File: src/rtl/rom_rd_pkg.sv
// Shared definitions for the ROM burst reader: default widths and FSM states.
package rom_rd_pkg;

  localparam int unsigned DefAw = 4;
  localparam int unsigned DefDw = 4;

  typedef enum logic [1:0] {
    StIdle,
    StRun,
    StDrain
  } rd_state_e;

endpackage

File: src/rtl/rom_rd_fifo.sv
// Small synchronous FIFO: head word always presented on rdata, occupancy on count.
module rom_rd_fifo #(
  parameter int unsigned DW    = 4,
  parameter int unsigned DEPTH = 4
) (
  input  logic                       clk,
  input  logic                       rst_n,
  input  logic                       push,
  input  logic [DW-1:0]              wdata,
  input  logic                       pop,
  output logic [DW-1:0]              rdata,
  output logic [$clog2(DEPTH+1)-1:0] count,
  output logic                       full,
  output logic                       empty
);

  // DEPTH is a power of two, so the pointers wrap by plain overflow.
  localparam int unsigned PW = (DEPTH > 1) ? $clog2(DEPTH) : 1;
  localparam int unsigned CW = $clog2(DEPTH + 1);

  logic [DW-1:0] mem_q [DEPTH];
  logic [PW-1:0] wr_ptr_q;
  logic [PW-1:0] rd_ptr_q;
  logic [CW-1:0] count_q;
  logic          do_push;
  logic          do_pop;

  // Status flags, guarded push/pop and head presentation.
  always_comb begin
    empty   = (count_q == '0);
    full    = (count_q == CW'(DEPTH));
    do_pop  = pop && !empty;
    do_push = push && !full;
    rdata   = mem_q[rd_ptr_q];
    count   = count_q;
  end

  // Storage, pointers and occupancy; storage is cleared so the head reads 0 after reset.
  always_ff @(posedge clk) begin
    if (!rst_n) begin
      for (int i = 0; i < int'(DEPTH); i++) begin
        mem_q[i] <= '0;
      end
      wr_ptr_q <= '0;
      rd_ptr_q <= '0;
      count_q  <= '0;
    end else begin
      if (do_push) begin
        mem_q[wr_ptr_q] <= wdata;
        wr_ptr_q        <= wr_ptr_q + PW'(1);
      end
      if (do_pop) begin
        rd_ptr_q <= rd_ptr_q + PW'(1);
      end
      count_q <= count_q + CW'(do_push) - CW'(do_pop);
    end
  end

endmodule

File: src/rtl/rom_reader.sv
// Burst sequencer for a fixed-latency ROM. Issues one address per cycle, captures
// the returned words after RD_LAT cycles and streams them out through a FIFO.
// Issue credits (FIFO occupancy + words in flight) keep the FIFO from overflowing.
module rom_reader
  import rom_rd_pkg::*;
#(
  parameter int unsigned AW         = DefAw,
  parameter int unsigned DW         = DefDw,
  parameter int unsigned RD_LAT     = 1,
  parameter int unsigned FIFO_DEPTH = 4
) (
  input  logic          clk,
  input  logic          rst_n,
  input  logic          start,
  input  logic [AW-1:0] start_addr,
  input  logic [AW:0]   count,
  output logic          busy,
  output logic          done,
  output logic          mem_read,
  output logic [AW-1:0] mem_addr,
  input  logic [DW-1:0] mem_dout,
  output logic          out_valid,
  output logic [DW-1:0] out_data,
  input  logic          out_ready
);

  localparam int unsigned CW = $clog2(FIFO_DEPTH + 1);

  rd_state_e         state_q, state_d;
  logic [AW-1:0]     cur_addr_q, cur_addr_d;
  logic [AW:0]       remaining_q, remaining_d;
  logic              mem_read_q, mem_read_d;
  logic [AW-1:0]     mem_addr_q, mem_addr_d;
  logic              done_q, done_d;
  logic [RD_LAT-1:0] vld_q, vld_d;
  logic [CW-1:0]     inflight_q, inflight_d;

  logic              start_ok;
  logic              zero_start;
  logic              credit_ok;
  logic              issue;
  logic              drain_done;
  logic [AW-1:0]     base_addr;
  logic [AW:0]       base_rem;

  logic              push;
  logic              pop;
  logic [CW-1:0]     fifo_count;
  logic              fifo_full;
  logic              fifo_empty;
  logic [DW-1:0]     fifo_head;

  rom_rd_fifo #(
    .DW    (DW),
    .DEPTH (FIFO_DEPTH)
  ) u_fifo (
    .clk   (clk),
    .rst_n (rst_n),
    .push  (push),
    .wdata (mem_dout),
    .pop   (pop),
    .rdata (fifo_head),
    .count (fifo_count),
    .full  (fifo_full),
    .empty (fifo_empty)
  );

  // Start acceptance and the issue rule. An accepted start is treated as latching
  // start_addr/count and evaluating the issue rule in the same cycle, so the first
  // registered mem_read appears right after the start edge. Credits use registered
  // counts only; a pop in this cycle is not credited until the next.
  always_comb begin
    start_ok   = (state_q == StIdle) && start && (count != '0);
    zero_start = (state_q == StIdle) && start && (count == '0);
    credit_ok  = !fifo_full &&
                 (({1'b0, fifo_count} + {1'b0, inflight_q}) < (CW + 1)'(FIFO_DEPTH));
    base_addr  = start_ok ? start_addr : cur_addr_q;
    base_rem   = start_ok ? count : remaining_q;
    issue      = (start_ok || (state_q == StRun)) && (base_rem != '0) && credit_ok;
  end

  // Burst is finished once nothing is in flight and the last buffered word leaves now.
  always_comb begin
    drain_done = (inflight_q == '0) &&
                 (fifo_empty || ((fifo_count == CW'(1)) && pop));
  end

  // Address/remaining counters, issue registers, latency tracking and credits.
  always_comb begin
    cur_addr_d  = base_addr;
    remaining_d = base_rem;
    mem_addr_d  = mem_addr_q;
    mem_read_d  = issue;
    if (issue) begin
      mem_addr_d  = base_addr;
      cur_addr_d  = base_addr + AW'(1);
      remaining_d = base_rem - (AW + 1)'(1);
    end
    // vld_q[i] set means an issued word is i+1 cycles past its issue cycle.
    vld_d    = '0;
    vld_d[0] = mem_read_q;
    for (int i = 1; i < int'(RD_LAT); i++) begin
      vld_d[i] = vld_q[i-1];
    end
    inflight_d = inflight_q + CW'(issue) - CW'(push);
    done_d     = zero_start || ((state_q == StDrain) && drain_done);
  end

  // Datapath registers.
  always_ff @(posedge clk) begin
    if (!rst_n) begin
      cur_addr_q  <= '0;
      remaining_q <= '0;
      mem_read_q  <= 1'b0;
      mem_addr_q  <= '0;
      done_q      <= 1'b0;
      vld_q       <= '0;
      inflight_q  <= '0;
    end else begin
      cur_addr_q  <= cur_addr_d;
      remaining_q <= remaining_d;
      mem_read_q  <= mem_read_d;
      mem_addr_q  <= mem_addr_d;
      done_q      <= done_d;
      vld_q       <= vld_d;
      inflight_q  <= inflight_d;
    end
  end

  // FSM state register.
  always_ff @(posedge clk) begin
    if (!rst_n) begin
      state_q <= StIdle;
    end else begin
      state_q <= state_d;
    end
  end

  // FSM next-state logic.
  always_comb begin
    state_d = state_q;
    unique case (state_q)
      StIdle: begin
        if (start_ok) begin
          state_d = StRun;
        end
      end
      StRun: begin
        if (remaining_q == '0) begin
          state_d = StDrain;
        end
      end
      StDrain: begin
        if (drain_done) begin
          state_d = StIdle;
        end
      end
      default: state_d = StIdle;
    endcase
  end

  // FSM and stream outputs.
  always_comb begin
    busy      = (state_q != StIdle);
    done      = done_q;
    mem_read  = mem_read_q;
    mem_addr  = mem_addr_q;
    out_valid = !fifo_empty;
    out_data  = fifo_head;
    push      = vld_q[RD_LAT-1];
    pop       = !fifo_empty && out_ready;
  end

endmodule

File: config.mk
export PLATFORM = sky130hd
export DESIGN_NAME = rom_reader
export DESIGN_NICKNAME = d
export VERILOG_FILES = /design/src/rtl/rom_rd_pkg.sv /design/src/rtl/rom_rd_fifo.sv /design/src/rtl/rom_reader.sv
export SDC_FILE = /design/constraint.sdc
export NUM_CORES = 1
export LEC_CHECK = 0
export CAP_MARGIN = 20
export CELL_PAD_IN_SITES_DETAIL_PLACEMENT = 0
export CELL_PAD_IN_SITES_GLOBAL_PLACEMENT = 2
export CORE_UTILIZATION = 38
export DETAILED_ROUTE_END_ITERATION = 7
export PLACE_DENSITY = 0.87
export SYNTH_ARGS = -nofsm -noshare
export SYNTH_HDL_FRONTEND = slang
export SYNTH_SLANG_ARGS = --single-unit
File: constraint.sdc
create_clock -name clk -period 9 [get_ports clk]
set_input_delay 0.9 -clock clk [delete_from_list [all_inputs] [get_ports clk]]
set_output_delay 0.9 -clock clk [all_outputs]
set_load 0.02 [all_outputs]
# ---- Word level (Yosys, flattened, before mapping)
# Memories as Yosys holds them, arrays and structs flattened. A register that Yosys moved wholly into a read port is not among the register bits.
# Index checks and enable logic that the tools add are counted.
# W data, S select, Z words.
dict set report word_totals {
  regBits 28
  latch_bits 0
  ram_bits 16
  rom_bits 0
  in_bits 17
  out_inout_bits 12
  wordCells 73
  mem_count 1
}
# memory depth word_bits read_ports rd_clocked_by_memory_dff wr line_no
set mem_list {}
lappend mem_list {u_fifo.mem_q 4 4 1 1 4 rom_rd_fifo.sv:21} ;# logic [DW-1:0] mem_q [DEPTH];
dict set report op_classes {
  add_sub_neg 9
  multipliers 0
  div 0
  n_lt_le_gt_ge 1
  n_eq_ne 7
  shift 0
  muxes 17
  n_bitwise 0
  n_reduce_logical 27
}
# op n
set ops {}
lappend ops {{$logic_and A1 B1 Y1} 12}
lappend ops {{$mux W2} 6}
lappend ops {{$mux W4} 3}
lappend ops {{$logic_not A5 Y1} 2}
lappend ops {{$mux W5} 2}
lappend ops {{$reduce_bool A5 Y1} 2}
lappend ops {{$add A3 B1 Y3} 2}
lappend ops {{$logic_not A3 Y1} 2}
lappend ops {{$pmux W2 S3} 1}
lappend ops {{$sub A3 B1 Y3} 2}
lappend ops {{$mux W1} 5}
lappend ops {{$sub A5 B1 Y5 const B} 1}
lappend ops {{$add A2 B1 Y2 const B} 2}
lappend ops {{$add A3 B3 Y4} 1}
lappend ops {{$add A4 B1 Y4 const B} 1}
lappend ops {{$lt A4 B3 Y1 const B} 1}
lappend ops {{$ne A2 B2 Y1 const B} 2}
lappend ops {{$reduce_or A4 Y1} 1}
lappend ops {{$eq A3 B1 Y1 const B} 1}
lappend ops {{$eq A3 B3 Y1 const B} 1}
lappend ops {{$logic_or A1 B1 Y1} 3}
lappend ops {{$reduce_and A3 Y1} 1}
lappend ops {{$eq A2 B1 Y1 const B} 1}
lappend ops {{$eq A2 B2 Y1 const B} 1}
lappend ops {{other kinds (4)} 5}

# ---- Longest topological paths before layout
# Gate-level depths: netlist of the first run.
dict set report logic_depth {
  word_depth 9
  depth_mapped 17
  depth_no_buf 16
}

# ---- By module
# From an unflattened synthesis of the first run, not the netlist that was laid out.
dict set report hier_totals {
  cells_unflattened 220
  hier_area_um2 2298.5
}
# mod n_inst cells_each area_each_um2 seq_area_each_um2
set modules_own_cells {}
lappend modules_own_cells {rom_reader 1 129 1176.1 420.4}
lappend modules_own_cells {rom_rd_fifo 1 91 1122.3 660.6}

# ---- Least setup slack after synthesis of the first run
# Ideal clock, no wire load.
dict set report synth_path {
  path_kind {input to register}
  startpoint {in start}
  endpoint {reg inflight_q[2]}
  setup_time_ns 0.128
  t_arrival_ns 3.714
  t_required_ns 8.872
  slack_ns 5.158
  cell_stages 17
  path_buffers 1
  path_cell_list {or3b_4 a21oi_2 buf_4 mux2_2 inv_1 ha_1 inv_1 a31oi_1 o21a_1 nor2_2 xor2_1 ha_1 inv_1 fa_1 xor2_1 xnor2_1 nor2_1}
}
dict set report synth_via {
  elab_chain_cells 8
}
# element line_no
set synth_lines {}
lappend synth_lines {{start, declared} rom_reader.sv:14} ;# input logic start,
lappend synth_lines {{$logic_and A1 B1 Y1 (*) (2 in series)} rom_reader.sv:73} ;# start_ok = (state_q == StIdle) && start && (count != '0);
lappend synth_lines {{$mux W5} rom_reader.sv:78} ;# base_rem = start_ok ? count : remaining_q;
lappend synth_lines {{$reduce_bool A5 Y1} rom_reader.sv:79} ;# issue = (start_ok || (state_q == StRun)) && (base_rem != '0) && credit_ok;
lappend synth_lines {{$logic_and A1 B1 Y1 (*) (2 in series)} rom_reader.sv:79}
lappend synth_lines {{$add A3 B1 Y3 (*)} rom_reader.sv:105} ;# inflight_d = inflight_q + CW'(issue) - CW'(push);
lappend synth_lines {{$sub A3 B1 Y3 (*)} rom_reader.sv:105}
lappend synth_lines {{end signal, assigned} rom_reader.sv:126} ;# inflight_q <= inflight_d;
lappend synth_lines {{end, declared} rom_reader.sv:36} ;# logic [CW-1:0] inflight_q, inflight_d;
# Every way passes the cells marked *; elsewhere a longest branch is shown, timed or not.
# A chain may end at the register's enable or synchronous reset.

# ---- Worst setup path in the final report of the first run
# Same ends and word-level chain as after synthesis.

==> run_results.csv, run 1 <==
group,metric,value,unit
yosys,ys_dominant_reg_cell,"dfxtp_1",
clocking,cts-root-buf,"clkbuf_8",
placement,gp_congestion,0.855,
floorplan,ioPinCount,29,
drt,wirelength,4.47,mm
power_and_ir_drop,peakVddDrop,0.000131,V
flow_run,max-cap-violations,0,
clocking,cts_max_level,2,
timing,timing.final.crit_share,53.7,%
timing,rsz0062_at_grt,"no",
setup_path,worstSetupEndpointType,"flop",
outcome,status,"finished, final reports clean",
clocking,cts_tree,"done",
timing,drv_slew,0,
layout,stdcell_area,0.00269,mm2
placement,port_buffers,28,
global_route,grt_overflow,0,
floorplan,dieArea,0.00625,mm2
drt,first_iter_violations,93,
setup_path,cp_max_fo,13,
global_route,met3_usage,3.22,%
global_route,track_usage,15.3,%
layout,fin_cells,315,
timing,finalSetupViolations,0,
power_and_ir_drop,total_power,0.762,mW
setup_path,reg2reg_from,"state_q[1]",
yosys,synth_cells,215,
yosys,netlist_area,0.00226,mm2
setup_path,worstPathArrival,5.00,ns
clocking,cts.path.max_buffers,2,
worst_hold_path,holdCritStartpoint,"mem_addr[1]",
yosys,yosysMostFrequentCell,"dfxtp_1",
layout,regArea,0.00108,mm2
clocking,cts-resized-gates,0,
layout,layout-drive-gt1-share,9.05,%
global_route,top_usage_layer,"met2",
worst_hold_path,holdPathStages,2,
drt,post-route-drc-count,0,
clocking,path_clk_slew,0.09,ns
global_route,grt_pass1_wl,7.35,mm
yosys,yosysTopAreaCell,"dfxtp_1",
setup_path,rr_worst_depth,16,
floorplan,core-area,0.00561,mm2
yosys,ys_warn_count,0,
global_route,use_met2,26.6,%
drt,via_count,1633,
power_and_ir_drop,p_per_area,284,mW/mm2
power_and_ir_drop,p_leak,1.05,nW
yosys,synth_nets,241,
drt,ant_nets,0,
setup_path,r2r_slack,4.86,ns
timing,period_needed,4.83,ns
placement,dp.cells,307,
drt,wl_per_cell,14.2,um
layout,fill_cells,553,
layout,area.growth.synth_to_final,19.0,%
layout,multi_input_area,0.00110,mm2
clocking,hold_buffers,0,
layout,fin_util,47.9,%
layout,num_antenna_cells,0,
yosys,synth_edf_count,16,
floorplan,die_h,79.1,um
setup_path,cp.required,9.17,ns
clocking,clock_sinks,46,
global_route,grt_pass1_vias,1567,
timing,finalSetupTns,0,ns
drt,avgViaCountPerCell,5.18,
yosys,yosysUniqueCellTypes,45,
global_route,antenna_found_initial,0,
setup_path,r2r_end,"inflight_q[2]",
yosys,syn_area_per_cell,10.5,um2
yosys,synth-seq-cells,46,
yosys,async_flop_share,0,%
global_route,grt_max_degree,22,
worst_hold_path,hp-class,"flop to flop",
clocking,cts_buffers,5,
clocking,cts_setup_buffers,0,
global_route,grt_use_met1,18.2,%
timing,whs,0.469,ns
timing,fmax,0.207,GHz
yosys,synth_top_area_share,26.6,%
layout,final_net_count,268,
setup_path,critPathLaunchType,"primary input",
yosys,synth_top_cells_by_count,"30 x dfxtp_1, 16 x and2_1, 16 x edfxtp_1, 16 x nor2_1, 15 x nor3_1",
floorplan,die_x,79.1,um
setup_path,path_class,"primary input to flop",
timing,fin_skew,0.00364,ns
timing,hold_violations,0,
timing,fin_ws,4.17,ns
floorplan,rows,27,
floorplan,initial_core_util,40.2,%
timing,maxSlewHeadroom,45.8,%
worst_hold_path,min_to,"mem_addr[1]",
placement,place_area,0.00259,mm2
placement,pre_cts_slack,3.90,ns
placement,hpwl,3.27,mm
yosys,synth_area_leaders,"dfxtp_1 27%, edfxtp_1 21%, and2_1 4.4%",
yosys,ys_seq_area_share,47.9,%
drt,drtPass1Iterations,4,
timing,tightest_slew,0.808,ns
clocking,clock_latency,0.30,ns
==> sequential cells by signal (all words and copies together), names as in the netlist, named ones only <==
register,count
inflight_q,3
done,1
u_fifo.count,3
cur_addr_q,4
state_q,2
u_fifo.rd_ptr_q,2
u_fifo.wr_ptr_q,2
mem_addr,4
remaining_q,5
u_fifo.mem_q,16
mem_read,1
push,1
==> cells by family (layout without fill, tap and decap cells) <==
| kind of cell | Yosys count | after routing | synth area share, % |
|---|---|---|---|
| xor+xnor | 9 | 9 | 3.49 |
| simple gates | 89 | 89 | 21.7 |
| mux | 15 | 15 | 9.15 |
| compound gates | 29 | 29 | 8.87 |
| fa+ha+maj | 9 | 9 | 5.66 |
| buf+inv | 18 | 46 | 3.22 |
| flops | 46 | 46 | 47.9 |
==> power breakdown <==
group	switching, mW	internal [mW]	total [mW]
sequential	0.0400	0.262	0.302
combinational	0.174	0.157	0.331
clock	0.0731	0.0561	0.129
==> area by class of cell <==
cell class,count,share of cell area (%)
multi-input combinational,151,41.1
timing repair buffer,28,10.4
inverter,10,1.40
clock buffer,5,2.56
tap,72,3.36
sequential,46,40.3
clock inverter,3,0.932
==> per-layer routing <==
metal / routed length (um) / vias up / share of wire [%]
li1: - / 825 / -
met1: 1980 / 757 / 44
met2: 2230 / 43 / 50
met3: 170 / 8 / 3.8
met4: 86 / 0 / 1.9
met5: 0 / - / 0
==> worst max path at each step <==
stage,start,to
2_1_floorplan,start,inflight_q[2]
3_3_place_gp,start,inflight_q[2]
3_5_place_dp,start,inflight_q[2]
4_1_cts,start,inflight_q[2]
5_1_grt,start,inflight_q[2]
6_report,start,inflight_q[2]
==> worst max-delay path, stage by stage <==
cell,delay [ns]
clkdlybuf4s50_1,0.49
or3b_4,0.41
a21oi_2,0.55
mux2_2,0.43
inv_1,0.06
ha_1,0.13
inv_1,0.06
a31oi_1,0.24
o21a_1,0.42
nor2_2,0.19
xor2_1,0.20
ha_1,0.16
inv_1,0.05
fa_1,0.37
xor2_1,0.17
xnor2_1,0.13
nor2_1,0.05
==> cell usage in the layout, fill, tap and decap left out, types with 2 or more instances in the layout <==
cell type        synthesis  final
nor3_1                  15     15
clkbuf_8                 0      5
ha_1                     7      7
mux2_2                   5      5
nand2_1                  8      8
or3_1                    2      2
nor2_1                  16     16
nand3_1                  5      5
a21oi_1                  7      7
nor2b_1                  4      4
fa_1                     2      2
and3_1                   9      9
xor2_1                   5      5
mux2i_1                  6      6
o21ai_1                  2      2
o21ai_0                  3      3
o31a_1                   3      3
inv_1                   10     10
and2_1                  16     16
o21a_1                   3      3
a211oi_1                 2      2
mux4_2                   4      4
xnor2_1                  4      4
clkdlybuf4s50_1          0     28
dfxtp_1                 30     30
nor3b_1                  3      3
nand2b_1                 2      2
nor4_1                   3      3
edfxtp_1                16     16
No activity file was read; power rests on OpenSTA's default activity.
==> run 2: changes to the inputs <==
CORE_UTILIZATION = 35   (was 38)
PLACE_DENSITY = 0.81   (was 0.87)
clock period = 4.75 ns   (was 9 ns; I/O delays follow)
==> run_results.csv, run 2 (synthesis gave the netlist of run 1 again) <==
group,metric,value,unit
outcome,status,"finished, final reports clean",
floorplan,initial_core_util,37.2,%
placement,port_buffers,28,
clocking,clock_sinks,46,
floorplan,die_x,82.3,um
power_and_ir_drop,power_switching_share,37.4,%
setup_path,worstSetupEndpointType,"flop",
setup_path,worstPathArrival,3.85,ns
clocking,cts_tree,"done",
layout,stdcell_area,0.00270,mm2
power_and_ir_drop,intPower,0.905,mW
timing,finalSetupViolations,0,
timing,finalSetupTns,0,ns
timing,fin_skew,0.00814,ns
worst_hold_path,holdCritStartpoint,"mem_addr[1]",
drt,wl_per_cell,14.1,um
power_and_ir_drop,p_sw,0.540,mW
clocking,cts-root-buf,"clkbuf_8",
drt,via_count,1636,
clocking,cts_setup_buffers,0,
drt,drtPass1Iterations,4,
timing,fmax,0.271,GHz
clocking,path_clk_slew,0.09,ns
power_and_ir_drop,seq_power_share,39.8,%
setup_path,cp_slowest_cell,"clkdlybuf4s50_1",
drt,avgViaCountPerCell,5.11,
setup_path,critPathLaunchType,"primary input",
clocking,cts-resized-gates,0,
timing,period_needed,3.69,ns
floorplan,ioPinCount,29,
worst_hold_path,hp-class,"flop to flop",
worst_hold_path,holdPathStages,2,
layout,largest_reg_flops,16,
timing,tightest_slew,0.840,ns
clocking,cts_buffers,5,
timing,maxSlewHeadroom,43.6,%
worst_hold_path,min_to,"mem_addr[1]",
layout,fill_cells,584,
clocking,cts_max_level,2,
placement,hpwl,3.34,mm
layout,final_cell_mix,"30 x dfxtp_1, 28 x clkdlybuf4s50_1, 16 x nor2_1, 16 x and2_1, 16 x edfxtp_1",
setup_path,cp.required,4.91,ns
timing,drv_slew,0,
setup_path,path_cells,"clkdlybuf4s50_1 > or3b_4 > a21oi_2 > buf_4 > mux2i_1 > ha_1 > inv_1 > a31oi_1 > o21a_1 > nor2_2 > xor2_1 > ha_1 > inv_1 > fa_1 > xor2_1 > xnor2_1 > nor2_1",
layout,layout-drive-gt1-share,9.80,%
drt,ant_nets,0,
global_route,grt_overflow,0,
timing,rsz0062_at_grt,"no",
layout,reg_top3,"u_fifo.mem_q x16, remaining_q x5",
floorplan,die_h,82.3,um
clocking,clock_latency,0.29,ns
drt,first_iter_violations,79,
layout,area.growth.synth_to_final,19.7,%
setup_path,cp_max_fo,12,
timing,hold_violations,0,
setup_path,r2r_end,"inflight_q[2]",
power_and_ir_drop,clock_power_share,16.4,%
power_and_ir_drop,p_leak,1.05,nW
timing,timing.final.crit_share,77.7,%
setup_path,rr_worst_depth,16,
flow_run,max-cap-violations,0,
placement,gp_congestion,0.857,
layout,top_register,"u_fifo.mem_q",
drt,post-route-drc-count,0,
placement,place_area,0.00261,mm2
global_route,grt_pass1_vias,1523,
power_and_ir_drop,p_per_area,535,mW/mm2
floorplan,dieArea,0.00677,mm2
layout,final_common_cell,"dfxtp_1",
placement,dp.cells,312,
drt,wirelength,4.52,mm
power_and_ir_drop,peakVddDrop,0.000220,V
clocking,hold_buffers,0,
floorplan,core-area,0.00606,mm2
power_and_ir_drop,comb_power_share,43.8,%
global_route,track_usage,14.7,%
global_route,grt_pass1_wl,7.42,mm
setup_path,reg2reg_from,"state_q[1]",
floorplan,rows,28,
layout,final_net_count,270,
power_and_ir_drop,total_power,1.44,mW
layout,fin_cells,320,
layout,num_antenna_cells,0,
setup_path,cp_slowest_stage_delay,0.49,ns
clocking,cts.path.max_buffers,2,
timing,whs,0.461,ns
setup_path,path_class,"primary input to flop",
global_route,grt_max_degree,22,
global_route,antenna_found_initial,0,
setup_path,r2r_slack,1.34,ns
==> run 2: critical path: cells and delay by family <==
family | cells | cell delay, ns
simple gates | 3 | 0.56
buf+inv | 4 | 0.82
fa+ha+maj | 3 | 0.68
mux | 1 | 0.24
xor+xnor | 3 | 0.50
compound gates | 3 | 0.55
==> run 2: worst max path at each step <==
stage,slack (ns),to,start,cells after the start
after floorplan,1.33,inflight_q[2],start,17
after global placement,0.82,inflight_q[2],count[2],17
after detailed placement,0.73,inflight_q[2],start,17
after CTS,1.05,inflight_q[2],start,17
after global routing,0.80,inflight_q[2],start,17
final,1.06,inflight_q[2],start,17
==> run 2: layout make-up <==
type | count | area, um2 | share of cell area, %
well taps | 75 | 93.8 | 3.48
clock inverters | 3 | 21.3 | 0.788
repair buffers | 30 | 295 | 10.9
clock buffers | 5 | 68.8 | 2.55
flip-flops and latches | 46 | 1080 | 40.0
inverters | 10 | 37.5 | 1.39
multi-input cells | 151 | 1100 | 40.8
==> run 2: metal layers <==
layer  share of wire, %  GRT usage [%]  wire length [um]
met3                3.2           3.52               147
met2                 48           24.2              2190
met1                 48           18.5              2160
met4               0.57           5.44                26
met5                  0              0                 0
==> run 2: metrics by stage <==
stage                     worst slack [ns]  utilization [%]
after floorplan                       1.33                -
after global placement               0.815             43.1
after detailed placement             0.732             43.1
after CTS                             1.05             44.6
after global routing                 0.804             44.6
final                                 1.06             44.6
==> run 2: power by group through the flow <==
stage	clock [mW]	sequential, mW	combinational (mW)
3_3_place_gp	0	0.587	0.634
4_1_cts	0.245	0.577	0.639
6_report	0.236	0.575	0.633
5_1_grt	0.261	0.588	0.709
2_1_floorplan	0	0.583	0.440
3_5_place_dp	0	0.584	0.633
==> run 3: changes to the inputs <==
clock period = 3.65 ns   (was 4.75 ns; I/O delays follow)
==> run_results.csv, run 3 (synthesis gave the netlist of run 1 again) <==
group,metric,value,unit
outcome,status,"finished, final reports clean",
floorplan,rows,28,
flow_run,max-cap-violations,0,
layout,largest_reg_flops,16,
clocking,cts_tree,"done",
layout,area.growth.synth_to_final,23.7,%
layout,final_common_cell,"dfxtp_1",
setup_path,cp_slowest_cell,"clkdlybuf4s50_1",
drt,drtPass1Iterations,4,
floorplan,die_h,82.3,um
power_and_ir_drop,p_per_area,715,mW/mm2
setup_path,path_cells,"clkdlybuf4s50_1 > or3b_4 > a21oi_2 > mux2_2 > inv_1 > ha_1 > inv_1 > a31oi_1 > o21a_1 > nor2_2 > xor2_1 > ha_1 > inv_1 > fa_1 > xor2_1 > xnor2_1 > nor2_1",
drt,via_count,1634,
floorplan,initial_core_util,37.2,%
setup_path,cp_max_fo,3,
drt,post-route-drc-count,0,
global_route,grt_pass1_wl,7.49,mm
drt,wirelength,4.47,mm
setup_path,r2r_end,"inflight_q[2]",
power_and_ir_drop,p_leak,1.11,nW
floorplan,core-area,0.00606,mm2
timing,hold_violations,0,
setup_path,path_class,"primary input to flop",
placement,gp_congestion,0.799,
setup_path,worstSetupEndpointType,"flop",
clocking,cts_setup_buffers,0,
power_and_ir_drop,peakVddDrop,0.000298,V
layout,num_antenna_cells,0,
global_route,antenna_found_initial,0,
setup_path,critPathLaunchType,"primary input",
worst_hold_path,holdPathStages,2,
clocking,path_clk_slew,0.09,ns
clocking,clock_sinks,46,
global_route,track_usage,14.9,%
setup_path,r2r_slack,0.52,ns
drt,avgViaCountPerCell,4.97,
timing,period_needed,3.28,ns
global_route,grt_pass1_vias,1553,
layout,final_net_count,279,
timing,drv_slew,0,
worst_hold_path,min_to,"mem_addr[1]",
timing,timing.final.crit_share,89.8,%
worst_hold_path,holdCritStartpoint,"mem_addr[1]",
clocking,cts-root-buf,"clkbuf_8",
clocking,cts.path.max_buffers,2,
setup_path,rr_worst_depth,16,
layout,top_register,"u_fifo.mem_q",
drt,wl_per_cell,13.6,um
global_route,grt_max_degree,21,
layout,layout-drive-gt1-share,13.0,%
worst_hold_path,hp-class,"flop to flop",
placement,port_buffers,28,
power_and_ir_drop,total_power,2.00,mW
setup_path,crit_path_frequent_cell,"inv_1",
setup_path,worstPathArrival,3.47,ns
placement,dp.cells,321,
setup_path,cp.required,3.84,ns
placement,hpwl,3.32,mm
clocking,cts-resized-gates,0,
timing,rsz0062_at_grt,"no",
timing,maxSlewHeadroom,54.8,%
drt,ant_nets,0,
floorplan,die_x,82.3,um
global_route,grt_overflow,0,
clocking,hold_buffers,0,
setup_path,critPathBufInv,4,
clocking,cts_max_level,2,
layout,reg_top3,"u_fifo.mem_q x16, remaining_q x5",
timing,finalSetupTns,0,ns
timing,tightest_slew,0.671,ns
layout,final_cell_mix,"30 x dfxtp_1, 28 x clkdlybuf4s50_1, 16 x nor2_1, 16 x and2_1, 16 x edfxtp_1",
clocking,cts_buffers,5,
drt,first_iter_violations,61,
setup_path,cp_slowest_stage_delay,0.49,ns
timing,fmax,0.305,GHz
floorplan,dieArea,0.00677,mm2
timing,finalSetupViolations,0,
clocking,clock_latency,0.30,ns
layout,fin_cells,329,
timing,fin_skew,0.00537,ns
floorplan,ioPinCount,29,
setup_path,critical-path-top-delay-family,"adder cells",
setup_path,reg2reg_from,"state_q[1]",
-- run 3: cell count changes in the layout (fill, tap and decap cells not counted), sizes merged --
| cell | previous run | this run |
|---|---|---|
| bufinv | 0 | 1 |
| buf | 2 | 11 |
| clkinv | 2 | 1 |
| inv | 10 | 11 |
| clkinvlp | 1 | 0 |
-- run 3: worst max-delay path by stage --
stage | depth (start not counted) | slack [ns] | start | to
after global routing | 17 | 0.22 | start | inflight_q[2]
final | 17 | 0.37 | start | inflight_q[2]
after detailed placement | 17 | 0.03 | start | inflight_q[2]
after global placement | 17 | 0.1 | start | inflight_q[2]
after CTS | 17 | 0.36 | start | inflight_q[2]
after floorplan | 17 | 0.34 | state_q[1] | inflight_q[2]
-- run 3: area by class of cell --
type                            count  area, um2
Fill cell                         598       3270
Tap cell                           75       93.8
Clock inverter                      3       43.8
Inverter                           10       37.5
Multi-Input combinational cell    151       1100
Timing Repair Buffer               39        363
Clock buffer                        5       68.8
Sequential cell                    46       1080
-- run 3: metal layers --
layer,up-vias,wire length (um),track usage (%)
li1,846,-,-
met5,-,0,0
met4,0,51,4.21
met1,757,2140,18.8
met3,5,157,4.18
met2,26,2120,24.8
-- run 3: per-stage QoR --
step / utilization, % / instance area [um2] / setup WS, ns / hold slack (ns)
floorplan: - / 2260 / 0.338 / 0.474
global placement: 44.2 / 2680 / 0.0984 / 0.449
finish: 46.0 / 2790 / 0.371 / 0.488
detailed placement: 44.2 / 2680 / 0.0322 / 0.460
CTS: 46.0 / 2790 / 0.355 / 0.482
global route: 46.0 / 2790 / 0.215 / 0.541
-- run 3: power breakdown --
part	switching (mW)	internal, mW	total [mW]
clock network	0.180	0.205	0.386
logic	0.431	0.433	0.864
registers	0.0992	0.646	0.745
total	0.711	1.28	2.00
-- run 3: worst register-to-register path: stages, from the launching register on --
cell	delay [ns]
dfxtp_1	0.38
or3b_4	0.42
a21oi_2	0.14
mux2_2	0.36
inv_1	0.06
ha_1	0.13
inv_1	0.05
a31oi_1	0.19
o21a_1	0.19
nor2_2	0.06
xor2_1	0.13
ha_1	0.16
inv_1	0.05
fa_1	0.37
xor2_1	0.17
xnor2_1	0.13
nor2_1	0.05
